===== config.mk =====
export PLATFORM = sky130hd
export DESIGN_NAME = wb_delay_bridge
export DESIGN_NICKNAME = d
export VERILOG_FILES = /design/src/rtl/wb_delay_bridge.sv
export SDC_FILE = /design/constraint.sdc
export NUM_CORES = 1
export LEC_CHECK = 0
export BUFFER_PORTS_ARGS = -buffer_cell sky130_fd_sc_hd__buf_2
export CAP_MARGIN = 25
export CORE_ASPECT_RATIO = 0.5
export CORE_MARGIN = 3
export CORE_UTILIZATION = 35
export CTS_CLUSTER_SIZE = 20
export DETAILED_ROUTE_END_ITERATION = 8
export PLACE_DENSITY_LB_ADDON = 0.2
export SYNTH_ARGS = -nofsm -noshare
export SYNTH_HDL_FRONTEND = slang
export SYNTH_SLANG_ARGS = --single-unit

===== constraint.sdc =====
create_clock -name wb_clk_i -period 12.5 [get_ports wb_clk_i]
set_input_delay 3.75 -clock wb_clk_i [delete_from_list [all_inputs] [get_ports wb_clk_i]]
set_output_delay 3.75 -clock wb_clk_i [all_outputs]
set_load 0.05 [all_outputs]

===== src/rtl/wb_delay_bridge.sv =====
// Wishbone bridge that holds each request for none, a fixed or an LFSR-drawn
// number of cycles before issuing it to the downstream slave.
module wb_delay_bridge #(
   parameter int          ADDR_W    = 32,
   parameter int          DATA_W    = 32,
   parameter int          SEL_W     = DATA_W / 8,
   parameter int          DELAY_W   = 4,
   parameter logic [15:0] LFSR_SEED = 16'hACE1
) (
   input  logic               wb_clk_i,
   input  logic               wb_rst_i,
   input  logic [1:0]         cfg_mode_i,
   input  logic [DELAY_W-1:0] cfg_delay_i,
   input  logic               wb_cyc_i,
   input  logic               wb_stb_i,
   input  logic               wb_we_i,
   input  logic [ADDR_W-1:0]  wb_adr_i,
   input  logic [DATA_W-1:0]  wb_dat_i,
   input  logic [SEL_W-1:0]   wb_sel_i,
   output logic [DATA_W-1:0]  wb_dat_o,
   output logic               wb_ack_o,
   output logic               m_cyc_o,
   output logic               m_stb_o,
   output logic               m_we_o,
   output logic [ADDR_W-1:0]  m_adr_o,
   output logic [DATA_W-1:0]  m_dat_o,
   output logic [SEL_W-1:0]   m_sel_o,
   input  logic [DATA_W-1:0]  m_dat_i,
   input  logic               m_ack_i,
   output logic [31:0]        stall_cnt_o
);
   localparam logic [15:0] SEED = (LFSR_SEED == 16'h0000) ? 16'h0001 : LFSR_SEED;

   typedef enum logic [1:0] {IDLE, WAIT, ISSUE, RESP} state_t;

   state_t             state_q, state_d;
   logic [DELAY_W-1:0] cnt_q, cnt_d;
   logic [DELAY_W-1:0] delay_req;
   logic [15:0]        lfsr_q;
   logic               abort_q, abort_d;
   logic               ack_d, cyc_d, stb_d, we_d;
   logic [ADDR_W-1:0]  adr_d;
   logic [DATA_W-1:0]  wdat_d, rdat_d;
   logic [SEL_W-1:0]   sel_d;
   logic [31:0]        stall_d;

   function automatic logic [DELAY_W-1:0] pick_delay(input logic [1:0]         mode,
                                                     input logic [DELAY_W-1:0] cfg,
                                                     input logic [DELAY_W-1:0] rnd);
      case (mode)
         2'd0:    pick_delay = '0;
         2'd2:    pick_delay = rnd & cfg;
         default: pick_delay = cfg;
      endcase
   endfunction

   function automatic logic [31:0] sat_inc(input logic [31:0] v);
      return (v == 32'hFFFF_FFFF) ? v : v + 32'd1;
   endfunction

   // Right-shifting Galois form of x^16+x^14+x^13+x^11+1.
   function automatic logic [15:0] lfsr_step(input logic [15:0] v);
      return {1'b0, v[15:1]} ^ (v[0] ? 16'hB400 : 16'h0000);
   endfunction

   assign delay_req = pick_delay(cfg_mode_i, cfg_delay_i, lfsr_q[DELAY_W-1:0]);

   always_ff @(posedge wb_clk_i or posedge wb_rst_i) begin
      if (wb_rst_i) lfsr_q <= SEED;
      else          lfsr_q <= lfsr_step(lfsr_q);
   end

   always_comb begin
      state_d = state_q;
      cnt_d   = cnt_q;
      abort_d = abort_q;
      ack_d   = 1'b0;
      cyc_d   = m_cyc_o;
      stb_d   = m_stb_o;
      we_d    = m_we_o;
      adr_d   = m_adr_o;
      wdat_d  = m_dat_o;
      sel_d   = m_sel_o;
      rdat_d  = wb_dat_o;
      stall_d = stall_cnt_o;
      case (state_q)
         IDLE: begin
            abort_d = 1'b0;
            if (wb_cyc_i && wb_stb_i) begin
               we_d   = wb_we_i;
               adr_d  = wb_adr_i;
               wdat_d = wb_dat_i;
               sel_d  = wb_sel_i;
               if (delay_req == '0) begin
                  state_d = ISSUE;
                  cyc_d   = 1'b1;
                  stb_d   = 1'b1;
               end else begin
                  cnt_d   = delay_req;
                  state_d = WAIT;
               end
            end
         end
         WAIT: begin
            if (!wb_cyc_i) begin
               // Master walked away before anything reached the slave.
               state_d = IDLE;
               cnt_d   = '0;
            end else begin
               stall_d = sat_inc(stall_cnt_o);
               cnt_d   = cnt_q - 1'b1;
               if (cnt_q == DELAY_W'(1)) begin
                  state_d = ISSUE;
                  cyc_d   = 1'b1;
                  stb_d   = 1'b1;
               end
            end
         end
         ISSUE: begin
            if (!wb_cyc_i) abort_d = 1'b1;
            if (m_ack_i) begin
               cyc_d   = 1'b0;
               stb_d   = 1'b0;
               if (!m_we_o) rdat_d = m_dat_i;
               ack_d   = !abort_q && wb_cyc_i;
               state_d = RESP;
            end
         end
         default: state_d = IDLE;
      endcase
   end

   always_ff @(posedge wb_clk_i or posedge wb_rst_i) begin
      if (wb_rst_i) begin
         state_q     <= IDLE;
         cnt_q       <= '0;
         abort_q     <= 1'b0;
         wb_ack_o    <= 1'b0;
         m_cyc_o     <= 1'b0;
         m_stb_o     <= 1'b0;
         m_we_o      <= 1'b0;
         m_adr_o     <= '0;
         m_dat_o     <= '0;
         m_sel_o     <= '0;
         wb_dat_o    <= '0;
         stall_cnt_o <= '0;
      end else begin
         state_q     <= state_d;
         cnt_q       <= cnt_d;
         abort_q     <= abort_d;
         wb_ack_o    <= ack_d;
         m_cyc_o     <= cyc_d;
         m_stb_o     <= stb_d;
         m_we_o      <= we_d;
         m_adr_o     <= adr_d;
         m_dat_o     <= wdat_d;
         m_sel_o     <= sel_d;
         wb_dat_o    <= rdat_d;
         stall_cnt_o <= stall_d;
      end
   end
endmodule


Yosys cells after proc, flatten, opt, wreduce, memory -nomap -nowiden:

Cells that the tools add are included.

* $add $sub $neg: 2
* equal/unequal tests: 13
* multiplexer cells: 22
* bitwise gates (word level): 4
* reductions and logical operators: 16

Operators by type and width (number)
* adder 32 x 1 -> 32 bit (second input constant): 1
* == test 32 bit (second input constant): 1
* 2-to-1 mux 16 bit: 1
* case mux 4 bit (2 select lines): 2
* XOR 15 x 16 -> 16 bit: 1
* inequality test 2 bit (second input constant): 7
* 2-to-1 mux 4 bit: 3
* AND reduction 3 bit: 4
* 2-to-1 mux 2 bit: 5
* 2-to-1 mux 1 bit: 8
* case mux 2 bit (3 select lines): 1
* AND reduction 6 bit: 1
* bitwise AND 4 bit: 1
* == test 2 bit (second input constant): 2
* == test 4 x 1 -> 1 bit (second input constant): 1
* zero test 2 bit: 2
* zero test 4 bit: 1
* AND reduction 2 bit: 2
* nonzero test 2 bit: 2
* subtractor 4 x 1 -> 4 bit (second input constant): 1
* inequality test 3 bit (second input constant): 1
* case mux 1 bit (3 select lines): 1
* nonzero test 3 bit: 1
* == test 2 x 1 -> 1 bit (second input constant): 1
* other kinds (4): 6

* register bits: 158
* output and inout bits: 136
* logic and storage cells: 69

Longest topological paths before layout:

Gate-level depths: netlist (run 1).

* word-level depth: 6
* gate-level depth with buffers: 8

Least setup slack after synthesis (run 1):

Ideal clock, no wire load.

* path kind: input port to flip-flop
* from: input port wb_cyc_i
* to: register stall_cnt_o[14]
* library setup time: 0.142 ns
* arrival time: 4.872 ns
* data required time: 12.358 ns
* setup slack: 7.486 ns
* stages: 5
* buffers on the path: 1
* path through: nand3b_1 > or4_1 > buf_2 > or3_1 > xnor2_1

* word-level cells in the longest chain between the ends: 1

Ends and longest elaborated chain
* from (decl): line 14 `input logic wb_cyc_i,`
* AND reduction 3 bit (no source line)
* to (signal assigned): line 159 `stall_cnt_o <= stall_d;`
* to (decl): line 30 `output logic [31:0] stall_cnt_o`

Every way passes these cells.
A chain may end at the register's enable or synchronous reset.

Worst setup path after layout (run 1):

* from: input port wb_cyc_i
* to: register m_adr_o[24]

* word-level cells in the longest chain between the ends: 2

Ends and longest elaborated chain
* logical AND 1 bit: line 89 `if (wb_cyc_i && wb_stb_i) begin`
* AND reduction 2 bit (no source line)
* to (signal assigned): line 155 `m_adr_o <= adr_d;`
* to (decl): line 25 `output logic [ADDR_W-1:0] m_adr_o,`

Every way passes these cells.

==> results.txt, run 1 <==
The area share of the leading cell type in the synthesized netlist is 59.2%. The vertical die dimension came out at 101 microns. In this design, the largest share of critical-path delay is due to simple AND/OR/NAND/NOR gates. The count of standard-cell rows came out at 34. The number of top-level design ports is 248. The number of resized instances in the post-cts repair step came out at 0.

The antenna diode instance count is 0. The flop and latch count out of synthesis came out at 158. For this run, the register share of the synthesized area comes to 62.5%.

The initial core utilization came out at 36.1%. The maximum level of the CTS H-tree is 4. The cell internal power dissipation came out at 1280 uW. The setup slack of the critical path after layout came out at 7050 ps.

The maximum fanout along the worst path came out at 41. The root buffer cell is sky130_fd_sc_hd__clkbuf_16. The combinational group share of total power is 47.0%. The routed design could run at a clock period as short as 5450 ps. The total count of max-transition violations in the final report is 0. The share of layout cells above drive strength 1 is 56.2%. The total length of routed wires is 14900 microns. The count of TritonRoute iterations in the first routing pass came out at 4. The number of distinct standard cells referenced by the synthesized netlist came out at 50. Counting instances in the post-synthesis netlist gives the leading cell types as sky130_fd_sc_hd__dfrtp_1 (150), sky130_fd_sc_hd__mux2_2 (103), sky130_fd_sc_hd__nor2_1 (22). The average cell area after synthesis came out at 14.1 sq um. After clock tree synthesis, the setup repair step added 0 buffers. The via count of the first global-routing pass is 4391. Among all stages on the critical path, the largest delay is contributed by sky130_fd_sc_hd__nor2_4.

The worst slack at placement is 6590 ps. The setup violation total in the final timing report is 0. The clock latency of the later-clocked register in the worst-skew pair is 410 ps. The area added between synthesis and finish came out at 31.9%.

The number of routed nets with antenna violations is 0. Power spread over the standard cell area amounts to 290 mW/mm^2. The total met3 wirelength after detailed routing is 852 microns. The register area came out at 0.00396 sq mm. The final total negative setup slack is 0 ps. The buffer levels on the longest clock path came out at 2. The delay of the slowest critical-path stage is 670 ps. The count of input and output buffers came out at 247. For the pin with the worst max-slew slack, the measured transition is 879 ps. The post-route met1 wirelength came out at 6320 microns. The synthesized area came out at 0.00634 sq mm.

The HPWL after detailed placement came out at 10600 microns. The post-synthesis instance total is 449. The x dimension of the die is 196 microns. The number of cells in the design after placement is 915. The data arrival time of the critical path is 5750 ps. The critical path is of the in -> reg type.

The clock edge transition at the registers on the reported setup and hold paths is 60 ps. Among all flip-flop cells after synthesis, the most frequent one is sky130_fd_sc_hd__dfrtp_1. Entering global routing, the biggest net connects 98 pins. The detailed router's first-iteration violation count is 103. The footprint of the multi-input gates is 0.00227 sq mm. Routed signal wires occupy layers up through met4.

In the post-synthesis netlist, the cell with the most instances is sky130_fd_sc_hd__dfrtp_1. The tool flagged a number of max-cap violations equal to 0. Detailed routing placed a total of 7570 microns of wire on met2. Across every metal layer, demand over resource in global routing totals 14.7%. The normalized max-slew margin came out at 41.4%. During synthesis, Yosys emitted a total of 0 warnings. The leakage power figure came out at 0.00416 uW. The clock network is responsible for 20.1% of the overall power. In the routed design, unresolved DRC markers number 0.

Summed over all instances, the cell type with the most area after synthesis is sky130_fd_sc_hd__dfrtp_1. For this design, the CTS-stage hold fixing added 0 buffers. The signal on the critical path passes through buf_2 > nand3b_1 > nor2_4 > buf_4 > mux2_2. The worst setup path is launched from an input pin. The worst-case IR drop observed on VDD is 152 uV. STA classifies the critical path endpoint as a flop. TritonCTS built the clock tree. The number of antenna violations at the first check in global routing is 0. The finished layout holds 947 standard cells, fillers aside.

The area of the core came out at 0.0176 sq mm. Net switching is 47.1% of the power. The total clock buffers created by CTS is 17. The net count after synthesis is 564. The critical path contains buffers and inverters numbering 2 combined. The final period utilization came out at 43.6%. Setup repair after global routing left no endpoint under its margin. The tightest min-delay check is of the reg -> reg type.

The sequential power share came out at 32.9%. The die covers 0.0199 sq mm. The global placer's final weighted congestion came out at 0.762. The final worst clock skew is 13.1 ps.

After synthesis, the cell types taking the most area are sky130_fd_sc_hd__dfrtp_1 (59%), sky130_fd_sc_hd__mux2_2 (18%), sky130_fd_sc_hd__dfstp_2 (3.3%). The layout net count came out at 815. The layout has 1629 filler cells. The hold violation count in the final report came out at 0. The wire length of the first global-routing pass came out at 23200 microns. The post-detailed-route via-to-cell ratio came out at 4.70.

The count of clock tree sinks came out at 158. The total number of vias is 4452. The detail-routed net length per standard cell is 15.7 microns.

The fmax is 183 MHz. The flow ran to the end, and the final reports show no timing, DRC or antenna violations. The aggregate global routing overflow is 0.

The share of flip-flops with an asynchronous set or reset after synthesis came out at 100%. The synthesized design contains 0 enable-type register cells. The required time reported for the critical path endpoint is 12790 ps. The net switching power is 1140 uW.
[registers in the layout (all words and copies together), names as in the netlist]
signal / flops
abort_q: 1
m_we_o: 1
lfsr_q: 16
m_stb_o: 1
wb_dat_o: 32
state_q: 2
cnt_q: 4
wb_ack_o: 1
m_dat_o: 32
m_sel_o: 4
stall_cnt_o: 32
m_adr_o: 32
[power by group through the flow]
| stage | registers [uW] | clock network (uW) | logic [uW] |
|---|---|---|---|
| finish | 797 | 487 | 1140 |
| global placement | 800 | 0 | 1140 |
| global route | 825 | 529 | 1190 |
| detailed placement | 805 | 0 | 1150 |
| floorplan | 1420 | 0 | 266 |
| CTS | 800 | 505 | 1150 |
[area by class of cell]
cell class | count | share of cell area [%]
Multi-Input combinational cell | 267 | 27.2
Tap cell | 234 | 3.50
Timing Repair Buffer | 250 | 15.0
Inverter | 6 | 0.329
Sequential cell | 158 | 47.4
Clock buffer | 20 | 5.22
Clock inverter | 12 | 1.33
[layout by cell type, fill, tap and decap left out, types with 10 or more instances in the layout]
cell type,instances
sky130_fd_sc_hd__nor2_1,20
sky130_fd_sc_hd__nor3_1,10
sky130_fd_sc_hd__dfrtp_1,150
sky130_fd_sc_hd__buf_2,247
sky130_fd_sc_hd__nand2_1,16
sky130_fd_sc_hd__mux2_2,103
sky130_fd_sc_hd__xnor2_1,11
sky130_fd_sc_hd__clkbuf_16,17
sky130_fd_sc_hd__nand4_1,11
sky130_fd_sc_hd__xor2_1,18
[metrics by stage]
stage / utilization (%) / hold WS [ps] / area, sq um / power [uW]
finish: 47.6 / 349 / 8360 / 2420
global route: 47.6 / 359 / 8360 / 2540
CTS: 47.6 / 349 / 8360 / 2460
detailed placement: 44.5 / 339 / 7820 / 1960
global placement: 44.5 / 335 / 7820 / 1940
floorplan: - / 331 / 6340 / 1690
[routing by layer]
metal,track usage (%),up-vias
met5,0,-
met4,4.00,0
met3,4.99,11
met2,24.8,111
met1,18.4,2219
li1,-,2111
[final timing paths]
check	start	to	slack (ps)	depth (start not counted)
max reg2reg	state_q[1]	m_adr_o[24]	9980	4
max in group asynchronous	wb_rst_i	lfsr_q[8]	7630	3
min	lfsr_q[9]	lfsr_q[8]	350	0
min reg2reg	lfsr_q[9]	lfsr_q[8]	350	0
min in group asynchronous	wb_rst_i	wb_dat_o[11]	3530	2
max	wb_cyc_i	m_adr_o[24]	7050	5
[cell families (layout without fill, tap and decap cells)]
kind of cell / after synthesis / count (layout) / share of synthesized area (%)
adders and majority gates: 3 / 3 / 0.592
muxes: 104 / 104 / 18.5
buffers and inverters: 24 / 288 / 1.78
and+or+nand+nor: 101 / 101 / 9.41
DFF: 158 / 158 / 62.5
AOI/OAI and AO/OA: 30 / 30 / 3.22
xor gates and xnor gates: 29 / 29 / 4.01
No activity file was read; power rests on OpenSTA's default activity.
==> run 2, diff against run 1 <==
ABC_AREA = 1   (was unset)
clock period = 4.7 ns   (was 12.5 ns; I/O delays follow)
==> run 2 against run 1 <==
Against the previous run:
- via count rose by 21%
- clock power rose to 2.9 times the previous value
- setup slack worse by 5000 ps
- count of clock-buffer cells in the layout is 2 lower
- register-to-register slack got worse by 7600 ps
- power rose to 2.8 times the previous value
- synthesized cell count increased by 50%
- combinational power grew to 2.7 times the previous value
- synthesized area grew 8.6%
- global-route usage rose by 2.2 points
==> results.txt, run 2 <==
The flow ran to the end, and the final reports show no timing, DRC or antenna violations. Summed over its instances, the top area cell type makes up 54.5% of the synthesized netlist area. After detailed routing, the average wire length per cell comes to 14.6 microns. The root buffer cell is sky130_fd_sc_hd__clkbuf_16. The synthesized netlist contains 22 unique library cells. The HPWL after detailed placement came out at 12900 microns. The top cell types in the final layout, fill and taps aside, are sky130_fd_sc_hd__buf_2 (247), sky130_fd_sc_hd__nand2_1 (233), sky130_fd_sc_hd__dfrtp_1 (150). The worst hold-check path type is reg -> reg. The number of nets handed over by synthesis was 787. Global routing used 17.0% of the available tracks. The required time reported for the critical path endpoint is 5050 ps. The cell taking the most area after synthesis is sky130_fd_sc_hd__dfrtp_1. The critical path start-end classification is in -> reg. The antenna diode instance count came out at 0. TritonCTS built the clock tree.

The final period utilization came out at 55.7%. The flop and latch count out of synthesis is 158. In the final layout, flip-flops and latches occupy 0.00396 sq mm. Along the worst path, the maximum fanout reaches 34. The largest net degree at the start of global routing is 70. The aggregate global routing overflow came out at 0.

The synthesized area came out at 0.00689 sq mm. The footprint of the multi-input gates came out at 0.00268 sq mm. The number of flops mapped to enable cells by yosys came out at 0.

The number of resized instances in the post-cts repair step came out at 0. The post-synthesis instance total came out at 672. The area of the core is 0.0188 sq mm. For this run, the register share of the synthesized area comes to 57.6%. The clock passes through at most 2 buffers. The worst setup path is captured at a flop. In the routed design, unresolved DRC markers number 0. The via count of the first global-routing pass is 5629. The largest single stage delay on the critical path is 470 ps.

The post-detailed-route via-to-cell ratio is 4.50. The ratio of total power to cell area came out at 738 mW/mm^2. Of the cells placed in the final design, the portion with a size suffix greater than 1 is 42.9%. The total count of max-transition violations in the final report came out at 0. The most common cell after layout, fill and taps aside is sky130_fd_sc_hd__buf_2. The setup violation total in the final timing report is 0. The total length of routed wires is 17500 microns. The clock edge transition at the registers on the reported setup and hold paths came out at 60 ps. The global placer's final weighted congestion is 0.892. Clock latency on the worst-skew pair, taken at its later pin, is 420 ps. The leakage power figure is 0.00459 uW. The total clock buffers created by CTS came out at 17. Pin placement for this block handled 248 I/O pins. The normalized max-slew margin came out at 46.4%.

STA classifies the critical path startpoint as an input pin. On the critical path the largest part of the delay comes from simple AND/OR/NAND/NOR gates. The final worst clock skew came out at 11.5 ps.

The maximum level of the CTS H-tree came out at 4. The most common cell in the synthesized netlist is sky130_fd_sc_hd__nand2_1. The minimum period implied by the final worst setup slack came out at 2620 ps. The critical path goes through buf_2 > inv_1 > nor2_1 > nand2_4 > inv_2 > nand2_1 > nand2_1. The vertical die dimension is 105 microns. For this run, the leading register cell type out of synthesis is sky130_fd_sc_hd__dfrtp_1.

The layout net count is 1041. Static timing analysis puts the maximum clock frequency at 382 MHz. In this run the post-CTS setup repair buffer count came out at 0. Once placement finished, the instance area stood at 0.00842 sq mm. The final cell area excluding filler cells is 0.00904 sq mm. The count of standard-cell rows came out at 35. The data arrival time of the critical path came out at 2970 ps. The average cell area after synthesis came out at 10.2 sq um. Sorting the synthesized cells by area gives the leading types as sky130_fd_sc_hd__dfrtp_1 (55%), sky130_fd_sc_hd__mux2_2 (17%), sky130_fd_sc_hd__nand2_1 (13%). The count of buffer and inverter cells on the critical path is 3.

The die covers 0.0215 sq mm. The peak supply drop came out at 405 uV. In the synthesized netlist, the cells that appear most often are sky130_fd_sc_hd__nand2_1 (233), sky130_fd_sc_hd__dfrtp_1 (150), sky130_fd_sc_hd__mux2_2 (101). The final total negative setup slack is 0 ps. The area added between synthesis and finish came out at 31.4%.

The most repeated library cell on the critical path is sky130_fd_sc_hd__nand2_1. Among all stages on the critical path, the largest delay is contributed by sky130_fd_sc_hd__inv_2. The routed layout has 5389 vias. In this run the remaining antenna-violating nets after routing total 0.

The detailed router's first-iteration violation count is 245. The hold violation count in the final report is 0. The count of input and output buffers came out at 247. The max-capacitance violation count came out at 0. Setup repair after global routing left no endpoint under its margin. The count of clock tree sinks came out at 158.

The initial core utilization came out at 36.6%. The number of antenna violations at the first check in global routing came out at 1. The count of TritonRoute iterations in the first routing pass is 4. The share of flip-flops with an asynchronous set or reset after synthesis is 100%. The wire length of the first global-routing pass came out at 29100 microns.

Yosys printed 0 warnings. The final-layout fill cell count came out at 1830. The post-cts hold buffer count came out at 0. From left edge to right edge, the die measures 204 microns. The pin slew with the least headroom to its limit is 802 ps.
[run 2: changes by cell type after synthesis, sizes merged, moves of 10 or more]
cell	before	now
nand4	13	1
nand3	8	23
nand2	16	237
inv	6	40
nor2	23	61
nor3	10	0
[run 2: path summary, 6_finish.rpt]
kind / endpoint / slack [ps] / startpoint / cells after the start
worst min-delay path: lfsr_q[7] / 350 / lfsr_q[8] / 0
worst max-delay path: stall_cnt_o[20] / 2080 / wb_cyc_i / 7
worst max register to register: stall_cnt_o[20] / 2370 / stall_cnt_o[0] / 10
min in group asynchronous: wb_dat_o[16] / 1130 / wb_rst_i / 2
max in group asynchronous: lfsr_q[10] / 2740 / wb_rst_i / 3
worst min register to register: lfsr_q[7] / 350 / lfsr_q[8] / 0
[run 2: through the flow]
stage | setup WS (ps) | std cells | hold slack, ps | utilization [%] | power [uW]
global route | 1800 | 1198 | 362 | 48.0 | 7030
global placement | 1650 | 1165 | 336 | 44.7 | 5250
CTS | 2050 | 1197 | 353 | 47.9 | 6750
floorplan | 1300 | 672 | 331 | - | 4540
finish | 2080 | 1198 | 355 | 48.0 | 6680
detailed placement | 1600 | 1165 | 337 | 44.7 | 5300
[run 2: cells by family (layout without fill, tap and decap cells)]
family                     after synthesis  after routing  share of synthesized area [%]
xor gates and xnor gates                17             17                           2.16
muxes                                  101            101                           16.5
AOI/OAI and AO/OA                       13             13                           1.04
DFF                                    158            158                           57.6
adders and majority gates                3              3                          0.545
and+or+nand+nor                        323            323                           18.5
buffers and inverters                   57            324                           3.63
[run 2: area by class of cell]
class / count / area share, %
multi-input combinational: 457 / 29.7
clock inverter: 14 / 1.87
inverter: 40 / 1.70
clock buffer: 18 / 4.86
sequential: 158 / 43.8
tap: 259 / 3.58
timing repair buffer: 252 / 14.5
[run 2: report_power, final]
group / total (uW) / internal [uW] / switching (uW)
logic: 3130 / 836 / 2300
clock network: 1430 / 820 / 612
registers: 2110 / 1850 / 261
total: 6680 / 3510 / 3170
[run 2: routing by layer]
metal	track usage, %	up-vias	share of wire [%]
li1	-	2650	-
met1	20.7	2590	42
met2	29.2	121	51
met3	4.98	26	5.2
met4	5.00	2	1.9
met5	0	-	0.074
